[config.mk]
export PLATFORM = sky130hd
export DESIGN_NAME = fetch_ctrl
export DESIGN_NICKNAME = d
export VERILOG_FILES = /design/src/rtl/fetch_ctrl.sv
export SDC_FILE = /design/constraint.sdc
export NUM_CORES = 1
export LEC_CHECK = 0
export BUFFER_PORTS_ARGS = -buffer_cell sky130_fd_sc_hd__buf_2
export CAP_MARGIN = 20
export CELL_PAD_IN_SITES_DETAIL_PLACEMENT = 1
export CELL_PAD_IN_SITES_GLOBAL_PLACEMENT = 2
export CORE_AREA = 2 2 116 84
export CTS_CLUSTER_DIAMETER = 60
export CTS_CLUSTER_SIZE = 14
export DETAILED_ROUTE_END_ITERATION = 6
export DIE_AREA = 0 0 118 86
export PLACE_DENSITY_LB_ADDON = 0.1
export RECOVER_POWER = 100
export SETUP_SLACK_MARGIN = 0.3
export SLEW_MARGIN = 20
export SYNTH_ARGS = -nofsm -noshare
export SYNTH_HDL_FRONTEND = slang
export SYNTH_SLANG_ARGS = --single-unit
[constraint.sdc]
create_clock -name clk -period 1.56 [get_ports clk]
set_clock_uncertainty 0.1 [all_clocks]
set_input_delay 0.234 -clock clk [delete_from_list [all_inputs] [get_ports clk]]
set_output_delay 0.234 -clock clk [all_outputs]
set_load 0.01 [all_outputs]
[src/rtl/fetch_ctrl.sv]
// Instruction-fetch sequencer: owns the PC, runs the imem req/ack handshake,
// pulses the IR load enable, and holds the instruction valid while it executes.
//
// state   | meaning
// --------+--------------------------------------------------------------
// FETCH   | request at pc, wait for ack (bounded by ACK_TIMEOUT cycles)
// DECODE  | one cycle, instruction valid, pc advances by one
// EXEC    | instruction valid until exec_done_i; optional redirect/halt
// HALT    | idle, no request, waits for resume_i
// ERROR   | fetch timed out; sticky until rst
module fetch_ctrl #(
    parameter logic [11:0] RESET_PC    = 12'h000,
    parameter int unsigned ACK_TIMEOUT = 15
) (
    input  logic        clk,
    input  logic        rst,
    output logic        imem_req_o,
    output logic [11:0] imem_addr_o,
    input  logic        imem_ack_i,
    output logic        ir_load_o,
    output logic        inst_valid_o,
    input  logic        exec_done_i,
    input  logic        pc_load_i,
    input  logic [11:0] pc_target_i,
    input  logic        halt_i,
    input  logic        resume_i,
    output logic [11:0] pc_o,
    output logic [2:0]  state_o,
    output logic        halted_o,
    output logic        bus_err_o,
    output logic [15:0] retired_o
);

    typedef enum logic [2:0] {
        S_FETCH  = 3'd0,
        S_DECODE = 3'd1,
        S_EXEC   = 3'd2,
        S_HALT   = 3'd3,
        S_ERROR  = 3'd4
    } state_t;

    // Last wait-count value that may still be accepted before timing out.
    localparam logic [7:0] WAIT_LAST = 8'(ACK_TIMEOUT - 1);

    state_t      state, state_nxt;
    logic [11:0] pc, pc_nxt;
    logic [7:0]  wait_cnt, wait_cnt_nxt;
    logic [15:0] retired, retired_nxt;

    always_ff @(posedge clk) begin
        if (rst) begin
            state    <= S_FETCH;
            pc       <= RESET_PC;
            wait_cnt <= 8'd0;
            retired  <= 16'd0;
        end else begin
            state    <= state_nxt;
            pc       <= pc_nxt;
            wait_cnt <= wait_cnt_nxt;
            retired  <= retired_nxt;
        end
    end

    always_comb begin
        state_nxt    = state;
        pc_nxt       = pc;
        wait_cnt_nxt = wait_cnt;
        retired_nxt  = retired;
        case (state)
            S_FETCH: begin
                if (imem_ack_i) begin
                    state_nxt    = S_DECODE;
                    wait_cnt_nxt = 8'd0;
                end else if (wait_cnt == WAIT_LAST) begin
                    state_nxt = S_ERROR;
                end else begin
                    wait_cnt_nxt = wait_cnt + 8'd1;
                end
            end
            S_DECODE: begin
                pc_nxt    = pc + 12'd1;
                state_nxt = S_EXEC;
            end
            S_EXEC: begin
                if (exec_done_i) begin
                    retired_nxt = retired + 16'd1;
                    if (pc_load_i)
                        pc_nxt = pc_target_i;
                    state_nxt = halt_i ? S_HALT : S_FETCH;
                end
            end
            S_HALT: begin
                if (resume_i)
                    state_nxt = S_FETCH;
            end
            S_ERROR: state_nxt = S_ERROR;
            default: state_nxt = S_ERROR;
        endcase
    end

    // The request is masked by rst so an ack landing in a reset cycle cannot load the IR.
    assign imem_req_o   = (state == S_FETCH) && !rst;
    assign imem_addr_o  = pc;
    assign ir_load_o    = imem_req_o && imem_ack_i;
    assign inst_valid_o = (state == S_DECODE) || (state == S_EXEC);
    assign pc_o         = pc;
    assign state_o      = state;
    assign halted_o     = (state == S_HALT);
    assign bus_err_o    = (state == S_ERROR);
    assign retired_o    = retired;

endmodule

==> out/results.txt <==
total length of routed wires = 8.88 mm
drt pass-1 iters = 4
Peak Freq = 571 MHz
CP startpoint kind = flop
die width = 118 um
Worst-path clk slew = 0.06 ns
violated checks = setup timing
First DRT Iteration DRCs = 78
PwrDens = 696 nW/um2
min setup slack post-route = -0.190 ns
Post-synth ARST share = 0%
beginning of the critical path = state_o[1]
Final Core Density = 44.9%
Vias/cell = 4.89
FP Rows = 29
H-Tree Depth = 2
I/O pins = 67
Main synth FF type = dfxtp_1
CP Class = flop to primary output
DP Wirelength = 6.04 mm
layout cells sized above 1 = 61.4%
post-layout power = 2800 uW
Final ANT Viol Nets = 0
R2R Setup Slk = -0.16 ns
nature of the critical path endpoint = primary output
Avg Inst Size Synth = 8.07 um2
# port buffers = 66
drt drc = 0
final period utilization = 112%
initial antenna violation count = 0
first-pass GRT wire length = 13.7 mm
vias in the first global route = 2,538
Max-Cap Viols = 0
Initial Util = 25.6%
Post-synth EDFFs = 0
GR Util All Layers = 17.1%
GRT overflow = 0
Inserted Clock Buffers = 5
sequential element share of the synthesized area = 34.1%
placer congestion estimate = 0.751
vias = 2,623
LEAKAGE = 0.00166 uW
Setup-failing EPs final = 40
number of diodes = 0
Post-Syn Nets = 307
synth-to-layout area growth = 75.4%
Sink Count = 39
Filler cells = 1,036
CTS tree = built
slew margin rel. = 71.6%
chip height = 86 um
post-synthesis cell area = 2290 um2
Max IR drop VDD = 0.445 mV
Nets = 434
FF-to-FF path depth = 5
Critical Path Sink = ir_load_o
Hold Path Class = primary input to flop
origin of the critical flop-to-flop path = state_o[1]
Distinct cells, synth = 49
WP data required = 1.23 ns
WL/cell = 16.6 um
largest net degree at the start of global routing = 17
final hold vios = 0
Core Area = 8960 um2
Synth Warn # = 0
FF+latch area = 831 um2
outcome = finished, violations left
Post-Syn Instances = 284
cell area after layout = 4020 um2
WP data arrival = 1.42 ns
CTS root buf = clkbuf_16
TNS Setup = -3.75 ns
unrepaired setup endpoints after global routing = true
Multi-input gate area = 1670 um2
CTS max path bufs = 2
max-slew violation count = 0
Tightest Pin Transition = 0.427 ns
area of placed instances = 3170 um2
die area = 10,100 um2
critical path fanouts, max = 3
worst r2r dst = wait_cnt[4]
Period minus WS final = 1.75 ns
worst skew pair latency = 0.29 ns
post-synthesis register bit count = 39
-- state kept, by name, summed over array words and instances, names as in the netlist --
name         cells
retired_o       16
imem_addr_o     12
state_o          3
wait_cnt         8
-- kinds of logic (layout without fill, tap and decap cells) --
family | count (synthesis) | in the layout | share of synthesized area, %
AOI/OAI and AO/OA | 81 | 81 | 22.2
xor gates and xnor gates | 7 | 7 | 2.67
adders and majority gates | 4 | 4 | 2.18
buffers and inverters | 36 | 163 | 8.73
DFF | 39 | 39 | 34.1
muxes | 1 | 1 | 0.437
and+or+nand+nor | 116 | 117 | 29.7
-- per-layer routing --
| metal | up-vias | part of all wire, % | wire length (um) | global-route usage [%] |
|---|---|---|---|---|
| met5 | - | 0 | 0 | 0 |
| met4 | 0 | 0.75 | 67 | 3.61 |
| met3 | 6 | 4.1 | 361 | 3.79 |
| met2 | 48 | 44 | 3940 | 25.4 |
| met1 | 1260 | 51 | 4510 | 25.1 |
| li1 | 1309 | - | - | - |
-- cell usage after synthesis, drive strengths merged, types with 3 or more instances --
cell	instances	area [um2]
nand2b	6	37.5
buf	21	144
a311oi	5	43.8
and4	6	52.6
nand4	12	75.1
and2	14	87.6
xor2	6	52.6
or3	10	67.6
a31oi	6	37.5
and3	3	18.8
inv	5	18.8
dfxtp	39	781
a21o	3	22.5
nand2	16	60.1
ha	4	50.1
o21ai	22	110
a21oi	27	135
a211oi	6	57.6
nand3	12	65.1
clkbuf	10	37.5
nor2	16	60.1
nor3	7	35.0
-- worst max-delay path, stage by stage, from the launching register on --
cell and delay (ns):
dfxtp_4 0.34, or3_4 0.41, buf_6 0.15, nor3_4 0.09, buf_2 0.14
-- how the worst min path moves through the flow --
stage,startpoint,endpoint,cells after the start
after floorplan,imem_ack_i,state_o[0],2
after global placement,retired_o[10],retired_o[10],2
after detailed placement,retired_o[10],retired_o[10],2
after CTS,pc_target_i[1],imem_addr_o[1],3
after global routing,pc_target_i[0],imem_addr_o[0],3
final,pc_target_i[1],imem_addr_o[1],3
-- placed cells by master, fill, tap and decap left out, types with 10 or more instances in the layout --
cell and instances:
a21oi_2 18, o21ai_0 10, nor2_1 14, buf_6 36, buf_2 55, nand2_1 10, nand4_1 12, dfxtp_2 13
buf_4 54, dfxtp_1 17, and2_1 12
-- layout make-up --
type	instances	area share, %
multi-input combinational	210	41.5
timing repair buffer	150	29.5
sequential	39	20.7
tap	124	3.86
clock buffer	7	3.80
inverter	5	0.467
clock inverter	1	0.187
-- repair_timing --
action / 4_1_cts / 5_1_grt
hold buffers: 0 / 0
hold endpoints to repair: 0 / 0
gates cloned: 2 / 0
resized for setup: 37 / 72
setup buffers: 14 / 12
pin swaps: 14 / 27
setup endpoints to repair: 53 / 66
-- through the flow --
step / cells / setup WS [ns] / hold slack (ns)
5_1_grt: 536 / -0.263 / 0.125
6_report: 536 / -0.190 / 0.107
4_1_cts: 524 / -0.203 / 0.0997
3_3_place_gp: 500 / -0.231 / 0.392
3_5_place_dp: 500 / -0.326 / 0.399
2_1_floorplan: 284 / -0.0853 / 0.278
-- power breakdown --
part / internal, uW / switching [uW]
Clock: 681 / 440
Combinational: 330 / 309
Sequential: 1010 / 26.2
(Power assumes the default switching activity.)
